## src/rtl/controle_multiciclo.sv

```systemverilog
// controle_multiciclo: multicycle control FSM for the 3-bit-opcode CPU.
// Opcodes: ADD=0 COPY=1 READ=2 WRITE=3 IFZERO=4 JUMP=5 SET=6 STOP=7.
// Inputs : clock, reset (sync, active-high), opcode, Zero, mem_pronto
//          (+ passo when SINGLE_STEP_EN is defined).
// Outputs: datapath strobes (EscPC EscIR EscReg EscMEM LerMEM Ji Beqz),
//          ULAOp, ULAFonte, EndFonte_MEM, FonteEscReg, RegFonte,
//          status (STOP erro estado instr_concluida).
// Option : `define SINGLE_STEP_EN parks the FSM in ESPERA after each
//          completed instruction until passo=1.
module controle_multiciclo #(
  parameter int unsigned TIMEOUT_MEM = 15
) (
  input  logic       clock,
  input  logic       reset,
  input  logic [2:0] opcode,
  input  logic       Zero,
  input  logic       mem_pronto,
`ifdef SINGLE_STEP_EN
  input  logic       passo,
`endif
  output logic       EscPC,
  output logic       EscIR,
  output logic       EscReg,
  output logic       EscMEM,
  output logic       LerMEM,
  output logic       Ji,
  output logic       Beqz,
  output logic [1:0] ULAOp,
  output logic [1:0] ULAFonte,
  output logic       EndFonte_MEM,
  output logic       FonteEscReg,
  output logic       RegFonte,
  output logic       STOP,
  output logic       erro,
  output logic [2:0] estado,
  output logic       instr_concluida
);

  typedef enum logic [2:0] {
    BUSCA   = 3'd0,
    DECOD   = 3'd1,
    EXEC    = 3'd2,
    MEM     = 3'd3,
    ESCRITA = 3'd4,
    PARADO  = 3'd5,
    ERRO    = 3'd6,
    ESPERA  = 3'd7
  } estado_t;

  localparam logic [2:0] OP_ADD    = 3'd0;
  localparam logic [2:0] OP_COPY   = 3'd1;
  localparam logic [2:0] OP_READ   = 3'd2;
  localparam logic [2:0] OP_WRITE  = 3'd3;
  localparam logic [2:0] OP_IFZERO = 3'd4;
  localparam logic [2:0] OP_JUMP   = 3'd5;
  localparam logic [2:0] OP_SET    = 3'd6;
  localparam logic [2:0] OP_STOP   = 3'd7;

  // Last wait cycle allowed before giving up on memory.
  localparam logic [7:0] CNT_LAST = 8'(TIMEOUT_MEM - 1);

`ifdef SINGLE_STEP_EN
  localparam estado_t POS_INSTR = ESPERA;
`else
  localparam estado_t POS_INSTR = BUSCA;
`endif

  estado_t    est;
  estado_t    nxt;
  logic [7:0] cnt;
  logic [7:0] cntNxt;
  logic [2:0] opLat;
  logic       expira;

  always_ff @(posedge clock) begin
    if (reset) begin
      est   <= BUSCA;
      cnt   <= '0;
      opLat <= '0;
    end else begin
      est <= nxt;
      cnt <= cntNxt;
      if (est == DECOD) opLat <= opcode;
    end
  end

  // Timeout fires on the final allowed wait cycle; that cycle is
  // spent silently so no access is left half-issued.
  assign expira = (cnt == CNT_LAST) && !mem_pronto;
  assign estado = est;

  always_comb begin
    nxt             = est;
    cntNxt          = '0;
    EscPC           = 1'b0;
    EscIR           = 1'b0;
    EscReg          = 1'b0;
    EscMEM          = 1'b0;
    LerMEM          = 1'b0;
    Ji              = 1'b0;
    Beqz            = 1'b0;
    ULAOp           = 2'b00;
    ULAFonte        = 2'b00;
    EndFonte_MEM    = 1'b0;
    FonteEscReg     = 1'b0;
    RegFonte        = 1'b0;
    STOP            = 1'b0;
    erro            = 1'b0;
    instr_concluida = 1'b0;

    unique case (est)
`ifdef SINGLE_STEP_EN
      BUSCA: begin
`else
      BUSCA, ESPERA: begin
`endif
        if (expira) begin
          nxt = ERRO;
        end else begin
          LerMEM = 1'b1;
          if (mem_pronto) begin
            EscIR    = 1'b1;
            EscPC    = 1'b1;
            ULAFonte = 2'b10;
            nxt      = DECOD;
          end else begin
            cntNxt = cnt + 8'd1;
          end
        end
      end

      DECOD: begin
        nxt = (opcode == OP_STOP) ? PARADO : EXEC;
      end

      EXEC: begin
        unique case (1'b1)
          opLat == OP_ADD: begin
            nxt = ESCRITA;
          end
          opLat == OP_COPY: begin
            ULAOp = 2'b01;
            nxt   = ESCRITA;
          end
          opLat == OP_SET: begin
            ULAOp    = 2'b10;
            ULAFonte = 2'b01;
            nxt      = ESCRITA;
          end
          opLat == OP_READ,
          opLat == OP_WRITE: begin
            ULAOp    = 2'b11;
            ULAFonte = 2'b01;
            nxt      = MEM;
          end
          opLat == OP_JUMP: begin
            Ji              = 1'b1;
            EscPC           = 1'b1;
            instr_concluida = 1'b1;
            nxt             = POS_INSTR;
          end
          opLat == OP_IFZERO: begin
            Beqz            = 1'b1;
            EscPC           = Zero;
            instr_concluida = 1'b1;
            nxt             = POS_INSTR;
          end
          default: begin
            nxt = PARADO;
          end
        endcase
      end

      MEM: begin
        if (expira) begin
          nxt = ERRO;
        end else begin
          EndFonte_MEM = 1'b1;
          if (opLat == OP_READ) LerMEM = 1'b1;
          else                  EscMEM = 1'b1;
          if (mem_pronto) begin
            if (opLat == OP_READ) begin
              nxt = ESCRITA;
            end else begin
              instr_concluida = 1'b1;
              nxt             = POS_INSTR;
            end
          end else begin
            cntNxt = cnt + 8'd1;
          end
        end
      end

      ESCRITA: begin
        EscReg          = 1'b1;
        RegFonte        = 1'b1;
        FonteEscReg     = (opLat == OP_READ);
        instr_concluida = 1'b1;
        nxt             = POS_INSTR;
      end

      PARADO: begin
        STOP = 1'b1;
      end

      ERRO: begin
        STOP = 1'b1;
        erro = 1'b1;
      end

`ifdef SINGLE_STEP_EN
      ESPERA: begin
        if (passo) nxt = BUSCA;
      end
`endif

      default: begin
        nxt = BUSCA;
      end
    endcase

    if (reset) begin
      EscPC           = 1'b0;
      EscIR           = 1'b0;
      EscReg          = 1'b0;
      EscMEM          = 1'b0;
      LerMEM          = 1'b0;
      Ji              = 1'b0;
      Beqz            = 1'b0;
      ULAOp           = 2'b00;
      ULAFonte        = 2'b00;
      EndFonte_MEM    = 1'b0;
      FonteEscReg     = 1'b0;
      RegFonte        = 1'b0;
      STOP            = 1'b0;
      erro            = 1'b0;
      instr_concluida = 1'b0;
    end
  end

endmodule

```

## config.mk

```make
export PLATFORM = sky130hd
export DESIGN_NAME = controle_multiciclo
export DESIGN_NICKNAME = d
export VERILOG_FILES = /design/src/rtl/controle_multiciclo.sv
export SDC_FILE = /design/constraint.sdc
export NUM_CORES = 1
export LEC_CHECK = 0
export BUFFER_PORTS_ARGS = -buffer_cell sky130_fd_sc_hd__buf_2
export CORE_MARGIN = 5
export CORE_UTILIZATION = 51
export CTS_CLUSTER_DIAMETER = 150
export DETAILED_ROUTE_END_ITERATION = 6
export GPL_TIMING_DRIVEN = 1
export PLACE_DENSITY = 0.79
export SETUP_SLACK_MARGIN = 0.2
export SYNTH_ARGS = -nofsm -noshare
export SYNTH_HDL_FRONTEND = slang
export SYNTH_SLANG_ARGS = --single-unit
```

## constraint.sdc

```tcl
create_clock -name clock -period 1.8 [get_ports clock]
set_input_delay 0.27 -clock clock [delete_from_list [all_inputs] [get_ports clock]]
set_output_delay 0.27 -clock clock [all_outputs]
set_load 0.02 [all_outputs]
```

==> results of run 1 <==
[flip-flops by register name, indices dropped and copies added, names as in the netlist]
signal,flops
cnt,8
estado,3
opLat,3
[power by group through the flow]
stage / Clock (mW) / Combinational (mW) / Sequential (mW)
after global placement: 0 / 0.818 / 0.543
after detailed placement: 0 / 0.836 / 0.546
after global routing: 0.249 / 1.55 / 0.501
after floorplan: 0 / 0.780 / 0.458
after CTS: 0.237 / 1.18 / 0.484
final: 0.239 / 1.45 / 0.494
[placed cells by master (no fill, tap or decap), drive strengths merged, types with 5 or more instances in the layout]
| master | instances |
|---|---|
| buf | 56 |
| nor2 | 27 |
| dfxtp | 14 |
| nand2 | 11 |
| o21ai | 6 |
| a21oi | 6 |
| xor2 | 5 |
| nor3b | 5 |
| clkbuf | 5 |
[stage by stage]
step	utilization (%)	instance area [sq um]	hold WS, ns	worst slack [ns]	TNS (ns)
floorplan	-	1140	0.409	0.104	0
global placement	65.8	1280	0.490	0.166	0
detailed placement	65.8	1280	0.513	0.128	0
CTS	78.0	1510	0.232	-0.0901	-0.215
global route	84.8	1650	0.266	-0.149	-0.916
finish	84.8	1650	0.249	-0.114	-0.431
[cells by family after synthesis]
group | Yosys count | synth area share [%]
compound gates | 23 | 14.7
buf+inv | 17 | 7.61
xor+xnor | 7 | 5.92
flops | 14 | 27.1
simple gates | 75 | 40.3
mux | 2 | 1.93
fa+ha+maj | 2 | 2.42
[critical path, stage by stage (launching register included)]
cell                      delay, ns
sky130_fd_sc_hd__dfxtp_2       0.35
sky130_fd_sc_hd__or4_4         0.50
sky130_fd_sc_hd__nor2_4        0.18
sky130_fd_sc_hd__nor4_4        0.06
sky130_fd_sc_hd__nor2b_4       0.13
sky130_fd_sc_hd__buf_6         0.12
[area by class of cell]
type                       count  area share, %
tap                           27           2.05
multi-input combinational    109           50.3
inverter                       4          0.912
timing repair buffer          57           26.1
clock buffer                   4           2.20
sequential                    14           18.5
[cell usage after synthesis (2+ instances only)]
cell                        n
sky130_fd_sc_hd__nor2_1    26
sky130_fd_sc_hd__dfxtp_1   14
sky130_fd_sc_hd__nand2_1   11
sky130_fd_sc_hd__a21oi_1    6
sky130_fd_sc_hd__buf_2      6
sky130_fd_sc_hd__o21ai_0    6
sky130_fd_sc_hd__clkbuf_1   5
sky130_fd_sc_hd__xor2_1     5
sky130_fd_sc_hd__and3_1     4
sky130_fd_sc_hd__inv_1      4
sky130_fd_sc_hd__nand2b_1   4
sky130_fd_sc_hd__nor3b_1    4
sky130_fd_sc_hd__and2_1     3
sky130_fd_sc_hd__nand3b_1   3
sky130_fd_sc_hd__nor3_1     3
sky130_fd_sc_hd__buf_4      2
sky130_fd_sc_hd__ha_1       2
sky130_fd_sc_hd__mux2i_1    2
sky130_fd_sc_hd__nand3_1    2
sky130_fd_sc_hd__nand4_1    2
sky130_fd_sc_hd__nor2b_1    2
sky130_fd_sc_hd__nor4_1     2
sky130_fd_sc_hd__o21bai_1   2
sky130_fd_sc_hd__xnor2_1    2
[metal layers]
metal | up-vias | GRT usage [%] | part of all wire [%]
met1 | 613 | 28.1 | 37
met3 | 40 | 6.70 | 9.7
li1 | 574 | - | -
met2 | 101 | 45.3 | 47
met5 | - | 0 | 0
met4 | 0 | 8.91 | 7.1
[worst max-delay path by stage]
stage	from	cells after the start	endpoint	slack, ns
detailed placement	cnt[5]$_SDFF_PP0_	5	EscMEM	0.13
CTS	cnt[4]$_SDFF_PP0_	5	EscMEM	-0.09
global route	estado[0]$_SDFFE_PP0P_	5	EscPC	-0.15
finish	cnt[6]$_SDFF_PP0_	5	EscMEM	-0.11
global placement	estado[0]$_SDFFE_PP0P_	5	EscPC	0.17
floorplan	cnt[0]$_SDFF_PP0_	6	EscMEM	0.10
[timing repair]
action                     CTS  global route
setup endpoints to repair   15            23
buffers inserted            16             7
gates resized for setup     28            20
pin swaps                    7             9
hold endpoints to repair     0             0
==> flow_results.org, run 1 <==
** Outcome
- The run finished, with violations left.
- Failing checks :: setup timing

** Routing
- For this run, design rule violations remaining after detail routing come to 0.
- Antenna-violating nets left :: 0
- Via count normalized by instance count :: between 6 and 7
- The first TritonRoute pass finished after 4 iterations.
- After the first detailed-routing iteration, the DRC count stood at slightly below 100.
- Summing over every cut layer, the via total after detailed routing is 1328.
- Dividing the detail-routed wire length by the instance count gives between 15 and 20 microns.
- DRT Wirelength :: ~4.3 mm

** Finish
- From synthesis to final layout, the design area changed by 58.9%.
- Finished Layout Cells :: 215
- Antenna Diode Count :: 0
- Filler Cell Count :: 89
- Fraction of layout instances using a drive strength above 1 :: 52.1%
- In the final layout, flip-flops and latches occupy around 300 sq um.
- In the final layout, the multi-input gates occupy between 800 and 900 sq um.
- The net count of the finished layout is approximately 200.

** Setup path
- For the worst flop-to-flop path, the logic depth is 5.
- Signal arrival time at the worst endpoint :: approximately 1.6 ns
- Across all register-to-register paths, the minimum setup slack is 0.08 ns.
- The worst register-to-register path begins at cnt[1]$_SDFF_PP0_.
- CP endpoint kind :: output port
- Crit-path max FO :: 4
- Required @ worst endpoint :: ~1.5 ns
- The endpoint identified for the worst register-to-register timing path is estado[0]$_SDFFE_PP0P_.
- The worst setup path is launched from a register.
- The worst setup path is of the reg2out kind.

** Placement
- Counting tap cells, the placed design contains a total of between 150 and 200 instances.
- PortBufs :: 26
- Weighted congestion reported at the end of routability-driven placement :: between 0.8 and 0.9
- Once detailed placement completed, the half-perimeter wirelength came to 1.96 mm.

** Timing
- Worst relative slew slack :: between 60% and 70%
- The hold violation count in the final report is 0.
- Final max-slew violation count :: 0
- The worst path uses 106% of the clock period.
- Final setup margin :: -0.114 ns
- Setup repair after global routing could not meet its margin everywhere.
- The routed design could run at a clock period as short as roughly 1.9 ns.
- Transition time at the pin with the least slew margin :: approximately 0.47 ns
- Clock skew on the completed layout was measured at between 0.007 and 0.008 ns.
- For this run, the top clock speed supported by timing is 522 MHz.
- Final setup violation count :: 7

** Yosys
- Synthesis produced a netlist whose cell count is 140.
- Most instantiated flip-flop cell in the synthesis netlist :: sky130_fd_sc_hd__dfxtp_1
- sky130_fd_sc_hd__dfxtp_1 takes more of the synthesized area than any other cell.
- Portion of synthesized cell area occupied by the leading cell type :: between 20% and 30%
- Warnings from Yosys :: 0
- In this run, synthesis inferred 0 flip-flops with an integrated enable.
- The mapped netlist covers ~1000 sq um.
- Sequential cells were found to cover a little over a quarter of the synthesized design area.
- Averaged over all synthesized cells, the footprint is 7.40 sq um.
- In this run, distinct cell masters in the synthesized netlist total 42.
- Synthesis inferred 14 register bits.
- Proportion of synthesized flip-flops having asynchronous set or reset :: 0%
- Cell types occupying the most area after synthesis :: sky130_fd_sc_hd__dfxtp_1 27%, sky130_fd_sc_hd__nor2_1 9.4%, sky130_fd_sc_hd__xor2_1 4.2%
- Synthesized Nets :: roughly 150

** Clocking
- The cell sitting at the root of the clock tree is a sky130_fd_sc_hd__clkbuf_4.
- H-tree levels :: 1
- The clock reaches the later pin of the worst-skew pair after around 0.29 ns.
- Number of hold buffers added after cts :: 0
- Clock Path Buffers :: 2
- After clock tree synthesis, the clock-pin slew on the worst setup and hold paths is roughly 0.10 ns.
- Inserted Clock Buffers :: 3
- Sinks on Clock Net :: 14
- CTS tree :: built

** Worst hold path
- The path with the worst hold slack has its endpoint at opLat[2]$_SDFFE_PP0P_.
- Worst Hold Path Cells :: 3
- The worst hold path begins at opcode[2].
- The path class of the tightest hold or removal check is in2reg.

** Global routing
- Total global routing overflow :: 0
- First-pass GRT wire length :: between 5 and 6 mm
- Maximum number of pins on one net before global-route repair :: 13
- The initial antenna violation count was 0.
- Global routing usage summed across all routing layers :: 25.1%
- Via count of the first global-routing pass :: about 1300

** Power
- Total power :: between 2 and 2.5 mW
- Part of the power in the clock network :: a little over a tenth
- The share of total power dissipated in sequential elements is between 20% and 30%.
- Total internal power :: between 1 and 1.5 mW
- In this run switching power makes up ~45% of total power.
- Total net switching power :: 0.977 mW
- Combinational cells account for between 60% and 70% of the total power.
- The worst-case IR drop observed on VDD is a little under 0.9 mV.
- The analysis attributes to cell leakage a power of 0.712 nW.
- Total power per unit cell area :: approximately 1300 nW/um^2

** Floorplan
- The die covers approximately 3000 sq um.
- Overall die height :: around 55 microns
- Standard-cell rows :: 16
- I/O pin total :: 27
- Die span in x :: approximately 55 microns
- Initial standard-cell utilization of the core :: a little over half
- In this run the standard cell core region covers about 2000 sq um.

** Run
- Max-cap violations in this run came to 0.
(Power assumes the default switching activity.)
==> inputs of run 2 (changes only) <==
--- a/config.mk
+++ b/config.mk
@@ -5,13 +5,14 @@
 export SDC_FILE = /design/constraint.sdc
 export NUM_CORES = 1
 export LEC_CHECK = 0
-export BUFFER_PORTS_ARGS = -buffer_cell sky130_fd_sc_hd__buf_2
+export BUFFER_PORTS_ARGS = -buffer_cell sky130_fd_sc_hd__clkbuf_2
 export CORE_MARGIN = 5
-export CORE_UTILIZATION = 51
+export CORE_UTILIZATION = 54
+export CTS_BUF_LIST = sky130_fd_sc_hd__clkbuf_4
 export CTS_CLUSTER_DIAMETER = 150
 export DETAILED_ROUTE_END_ITERATION = 6
 export GPL_TIMING_DRIVEN = 1
-export PLACE_DENSITY = 0.79
+export PLACE_DENSITY = 0.83
 export SETUP_SLACK_MARGIN = 0.2
 export SYNTH_ARGS = -nofsm -noshare
 export SYNTH_HDL_FRONTEND = slang
==> flow_results.org, run 2 (synthesis gave the netlist of run 1 again) <==
** Outcome
- Status :: complete, but fails checks
- The checks that failed: setup timing.

** Timing
- Transition time at the pin with the least slew margin :: between 0.3 and 0.4 ns
- For this run, the top clock speed supported by timing is about 530 MHz.
- Fin. Hold Viols :: 0
- In this run the tightest slew margin relative to its limit is between 70 and 80%.
- Final setup margin :: -0.0906 ns
- Worst clock skew :: roughly 0.0045 ns
- Final critical-path required period :: roughly 1.9 ns
- Setup violations remaining at the end of the flow were counted as 7.
- Final max-slew violation count :: 0
- Summed over all failing endpoints, the final setup total negative slack is -0.315 ns.
- Setup repair after global routing could not meet its margin everywhere.
- After layout, the worst path uses 105% of the clock period.

** Setup path
- STA classifies the critical path endpoint as an output port.
- Type of origin of the critical path :: register
- Along the worst path, the maximum fanout reaches 3.
- Required @ worst endpoint :: ~1.5 ns
- For the worst setup path, the data arrival time is about 1.6 ns.
- Number of cell instances on the worst register-to-register path :: 5
- By startpoint and endpoint, the worst setup path is classified as reg2out.

** Finish
- The register with the most flip-flops in the layout has 8 of them.
- The library cell used most frequently in the layout, excluding fill and tap cells, is sky130_fd_sc_hd__buf_4.
- Of the cells placed in the final design, the portion with a size suffix greater than 1 is 53.5%.
- The repair_antennas step left the layout with diodes totalling 0.
- Area growth from synthesis to layout :: 63.2%
- Filler Cell Count :: 50
- Nets :: roughly 200
- Leaving out fill and tap cells, the most frequent cells in the layout are 25 x sky130_fd_sc_hd__buf_4, 24 x sky130_fd_sc_hd__nor2_1, 13 x sky130_fd_sc_hd__clkbuf_2, 10 x sky130_fd_sc_hd__nand2_1, 7 x sky130_fd_sc_hd__buf_6.
- Utilization of the core after routing :: a little over nine tenths
- Post-route design area :: between 1500 and 2000 sq um
- cnt holds more flip-flops than any other register.
- Finished Layout Cells :: 210

** Global routing
- Entering global routing, the biggest net connects 13 pins.
- For this run the aggregate overflow at the end of global routing stands at 0.
- The first global-routing pass estimated around 5.9 mm of wire.
- Via count of the first global-routing pass :: between 1000 and 1500
- The initial antenna violation count came to 0.
- Across every metal layer, demand over resource in global routing totals ~29%.

** Routing
- Summing over every cut layer, the via total after detailed routing is approximately 1300.
- The first detailed-routing pass ran for 4 iterations.
- # DRC :: 0
- Antenna-violating nets left :: 0
- After the first detailed-routing iteration, the DRC count stood at 90.
- Post-detailed-route wirelength per cell :: about 21 microns
- DRT Wirelength :: roughly 4.5 mm
- Via count normalized by instance count :: around 6.3

** Placement
- Weighted congestion reported at the end of routability-driven placement :: between 0.8 and 0.9
- PortBufs :: 26
- Half-perimeter wire length after placement :: ~2 mm
- Number of placed instances, taps included :: about 190
- After detailed placement, the total cell area comes to about 1300 sq um.

** Worst hold path
- Hold crit path type :: in2reg
- The worst hold path was traced through 3 stages.

** Floorplan
- Floorplan die area :: 2890 sq um
- Standard-cell rows :: 15
- Core Footprint :: between 1500 and 2000 sq um
- 27 I/O pins were placed.
- Initial standard-cell utilization of the core :: 58.1%
- Overall die height :: 53.8 microns
- Die span in x :: roughly 54 microns

** Power
- Total internal power :: ~1.1 mW
- Leak Pwr :: around 0.72 nW
- The worst-case IR drop observed on VDD is roughly 1.1 mV.
- Registers are responsible for around 25% of the overall power.
- Share of total power in combinational logic :: between 60% and 70%
- In this run the power spent charging and discharging nets is slightly above 1 mW.
- Of the total power, the clock network draws about 8.5%.
- Of the total power, the share spent switching nets is between 40% and 50%.
- Total power per unit cell area :: ~1300 nW/um^2

** Clocking
- H-tree levels :: 1
- Number of hold buffers added after cts :: 0
- Register clock-pin slew on the reported worst setup and hold paths :: 0.08 ns
- TritonCTS built the clock tree.
- Clock Path Buffers :: 2
- Clock root buffer :: sky130_fd_sc_hd__clkbuf_4
- The tree built by TritonCTS fans out to 14 sinks.
- For the worst-skew pair, the clock arrives at the later sink with an insertion delay of between 0.2 and 0.3 ns.
- Inserted Clock Buffers :: 3

** Run
- Max-capacitance violation count :: 0
run 2: cell types whose count changed in the layout (fill, tap and decap cells not counted), moves of 2 or more:
cell	before	now
sky130_fd_sc_hd__clkbuf_2	1	13
sky130_fd_sc_hd__buf_6	11	7
sky130_fd_sc_hd__clkbuf_8	1	3
sky130_fd_sc_hd__buf_2	15	1
sky130_fd_sc_hd__buf_8	0	4
sky130_fd_sc_hd__buf_4	30	25
run 2: critical path, cell delays in order (launching register included):
cell and delay, ns:
sky130_fd_sc_hd__dfxtp_2 0.33, sky130_fd_sc_hd__or4_4 0.52, sky130_fd_sc_hd__nor2_4 0.16, sky130_fd_sc_hd__nor4_4 0.07, sky130_fd_sc_hd__nor2b_4 0.13, sky130_fd_sc_hd__buf_8 0.12
run 2: timing repair:
item | in CTS | in global routing
gates resized for setup | 39 | 31
endpoints found under the setup margin | 24 | 23
pin swaps | 9 | 11
buffers inserted | 16 | 5
run 2: power groups by stage:
stage	clock network (mW)	logic [mW]	registers, mW
CTS	0.187	1.20	0.493
detailed placement	0	0.809	0.570
global route	0.195	1.49	0.541
floorplan	0	0.780	0.458
finish	0.183	1.43	0.530
global placement	0	0.790	0.563
run 2: area by class of cell:
cell class,instances,area (sq um),area share [%]
Inverter,4,15.0,0.888
Clock inverter,1,3.75,0.222
Multi-Input combinational cell,109,867,51.3
Timing Repair Buffer,54,445,26.4
Sequential cell,14,305,18.1
Clock buffer,3,22.5,1.33
Tap cell,25,31.3,1.85
run 2: final timing paths:
path,start,endpoint,slack (ns)
worst max-delay path,cnt[4]$_SDFF_PP0_,EscMEM,-0.09
worst min-delay path,opcode[1],opLat[1]$_SDFFE_PP0P_,0.29
worst max register to register,estado[1]$_SDFFE_PP0P_,estado[0]$_SDFFE_PP0P_,0.17
worst min register to register,cnt[7]$_SDFF_PP0_,cnt[7]$_SDFF_PP0_,0.55
run 2: per-layer routing:
| metal | wire [microns] | track usage, % |
|---|---|---|
| met5 | 0 | 0 |
| met4 | 301 | 16.2 |
| met3 | 433 | 7.48 |
| met2 | 2130 | 47.8 |
| met1 | 1610 | 33.3 |
run 2: per-stage QoR:
step	hold slack, ns	setup slack (ns)	power [mW]
2_1_floorplan	0.409	0.104	1.24
3_3_place_gp	0.465	0.133	1.35
3_5_place_dp	0.474	0.0879	1.38
4_1_cts	0.240	-0.0947	1.88
5_1_grt	0.282	-0.145	2.23
6_report	0.287	-0.0906	2.15
==> inputs of run 3 (changes only) <==
--- a/config.mk
+++ b/config.mk
@@ -14,6 +14,7 @@
 export GPL_TIMING_DRIVEN = 1
 export PLACE_DENSITY = 0.83
 export SETUP_SLACK_MARGIN = 0.2
+export SKIP_LAST_GASP = 1
 export SYNTH_ARGS = -nofsm -noshare
 export SYNTH_HDL_FRONTEND = slang
 export SYNTH_SLANG_ARGS = --single-unit
==> flow_results.org, run 3 (synthesis gave the netlist of run 1 again) <==
** Routing
- For this run, design rule violations remaining after detail routing come to 0.
- DRT Wirelength :: 5.41 mm
- Antenna-violating nets left :: 0
- For this run, the detailed router's first-pass iteration total came to 4.
- In the final routed layout, each cell accounts on average for approximately 25 microns.
- The first routing iteration left 104 violations.
- Via count normalized by instance count :: around 6.8
- Total via count in the routed design :: around 1500

** Placement
- Half-perimeter wire length after placement :: between 1.5 and 2 mm
- Placed inst area :: about 1300 sq um
- Input and output buffers added on the ports amount to 26.
- The congestion estimate from routability-driven global placement came to 0.862.
- Pre-CTS setup slack :: 0.0879 ns

** Global routing
- Entering global routing, the biggest net connects 13 pins.
- Across every metal layer, demand over resource in global routing totals approximately 28%.
- Via count of the first global-routing pass :: between 1000 and 1500
- The first global-routing pass estimated ~5.7 mm of wire.
- Initial antenna violation count :: 0
- The total overflow left after global routing is 0.

** Clocking
- H-tree levels :: 1
- For this design, the sink count on the clock tree is 14.
- Insertion delay to the later sink of the worst-skew pair :: 0.30 ns
- Number of hold buffers added after cts :: 0
- The clock passes through at most 2 buffers.
- Clock root buffer :: sky130_fd_sc_hd__clkbuf_4
- TritonCTS created 3 clock buffers.
- TritonCTS built the clock tree.
- After clock tree synthesis, the clock-pin slew on the worst setup and hold paths is ~0.09 ns.

** Worst hold path
- Hold crit path type :: in2reg

** Finish
- The library cell used most frequently in the layout, excluding fill and tap cells, is sky130_fd_sc_hd__buf_4.
- 0 antenna diodes ended up in the layout.
- The sequential cells in the finished layout cover a total of between 300 and 400 sq um.
- Area used by multi-input combinational logic :: roughly 860 sq um
- Number of flip-flops under the largest register name :: 8
- After routing the design area is 1730 sq um.
- Commonest non-fill, non-tap cells in the layout :: 29 x sky130_fd_sc_hd__buf_4, 24 x sky130_fd_sc_hd__nor2_1, 13 x sky130_fd_sc_hd__clkbuf_2, 10 x sky130_fd_sc_hd__nand2_1, 8 x sky130_fd_sc_hd__buf_6
- The area growth from synthesis to layout is 66.7%.
- Counting flops per register, the top entry is cnt.
- Utilization of the core after routing :: a little over nine tenths
- Nets :: 200
- In the final layout, the share of cells above drive strength 1 is 54.2%.
- Filler Cell Count :: 34

** Timing
- Achievable clock frequency :: 490 MHz
- Final critical-path required period :: 2.04 ns
- Final setup margin :: -0.242 ns
- Setup violations remaining at the end of the flow were counted as 8.
- Setup repair after global routing could not meet its margin everywhere.
- The worst pin sits at a relative slew slack of a little under three quarters.
- Transition time at the pin with the least slew margin :: between 0.4 and 0.5 ns
- The hold violation count in the final report came to 0.
- Final period utilization :: 113%
- For the final database, setup skew stands at approximately 0.0053 ns.
- Final max-slew violation count :: 0

** Outcome
- Failing checks :: setup timing
- The run finished, with violations left.

** Floorplan
- I/O pin total :: 27
- Initial standard-cell utilization of the core :: 58.1%
- In this run the horizontal extent of the chip is 53.8 microns.
- Standard-cell rows :: 15
- Overall die height :: 53.8 microns
- Core Footprint :: around 1800 sq um
- Floorplan die area :: roughly 2900 sq um

** Setup path
- Critical Path Slowest Stage Cell :: sky130_fd_sc_hd__dfxtp_4
- In this design, the largest share of critical-path delay is due to simple AND/OR/NAND/NOR gates.
- Type of origin of the critical path :: register
- Required @ worst endpoint :: about 1.5 ns
- In this design, the stage delay of the slowest critical-path cell is around 0.44 ns.
- CP bufs+invs :: 2
- Worst setup path class :: reg2out
- Of all nets on the critical path, the largest fanout is 8.
- Signal arrival time at the worst endpoint :: roughly 1.8 ns
- The worst setup path is captured at an output port.
- Traced cell by cell, the critical path runs through buf_4 -> nand2_1 -> nor2_1 -> a31oi_1 -> nor2_1 -> buf_4.

** Power
- The completed layout was analyzed and its total power is roughly 2.3 mW.
- For this design the static power due to leakage is about 0.75 nW.
- Total power per unit cell area :: ~1300 nW/um^2
- VDD sags by at most just over 1 mV.

** Run
- The tool flagged a number of max-cap violations equal to 0.
[run 3: path summary, 6_finish.rpt]
path / start / endpoint / slack (ns) / cells past startpoint
setup / recovery: estado[1]$_SDFFE_PP0P_ / instr_concluida / -0.24 / 6
hold reg to reg: cnt[0]$_SDFF_PP0_ / cnt[0]$_SDFF_PP0_ / 0.55 / 2
setup reg to reg: cnt[4]$_SDFF_PP0_ / estado[1]$_SDFFE_PP0P_ / 0.11 / 6
hold / removal: opcode[2] / opLat[2]$_SDFFE_PP0P_ / 0.25 / 3
[run 3: per-stage QoR]
stage | hold slack (ns) | TNS [ns] | std cells
after floorplan | 0.409 | 0 | 140
after global placement | 0.465 | 0 | 185
after detailed placement | 0.474 | 0 | 185
after CTS | 0.240 | -0.225 | 205
after global routing | 0.253 | -1.45 | 215
final | 0.252 | -0.779 | 215
[run 3: worst register-to-register path, stage by stage (launching register included)]
cell	delay, ns
sky130_fd_sc_hd__dfxtp_2	0.33
sky130_fd_sc_hd__or4_4	0.52
sky130_fd_sc_hd__nor2_4	0.17
sky130_fd_sc_hd__buf_4	0.14
sky130_fd_sc_hd__buf_4	0.11
sky130_fd_sc_hd__o211ai_2	0.10
sky130_fd_sc_hd__a211oi_2	0.23
[run 3: cell type report]
class	instances	share of cell area (%)
Timing Repair Buffer	59	28.6
Tap cell	25	1.81
Inverter	4	0.870
Sequential cell	14	17.5
Clock inverter	1	0.217
Multi-Input combinational cell	109	49.7
Clock buffer	3	1.30
[run 3: repair_timing]
| action | 4_1_cts | 5_1_grt |
|---|---|---|
| buffers inserted | 16 | 10 |
| resized for setup | 34 | 36 |
| endpoints found under the setup margin | 24 | 23 |
| pin swaps | 9 | 15 |
[run 3: where the power goes]
part	switching (mW)	total, mW	leakage, nW	internal (mW)
logic	0.860	1.57	0.615	0.708
clock network	0.115	0.196	0.0154	0.0810
registers	0.130	0.513	0.119	0.382
total	1.11	2.28	0.750	1.17
[run 3: routing by layer]
| metal | global-route usage [%] | wire, microns |
|---|---|---|
| met5 | 0 | 0 |
| met4 | 11.9 | 516 |
| met3 | 6.37 | 756 |
| met2 | 48.6 | 2380 |
| met1 | 31.9 | 1750 |
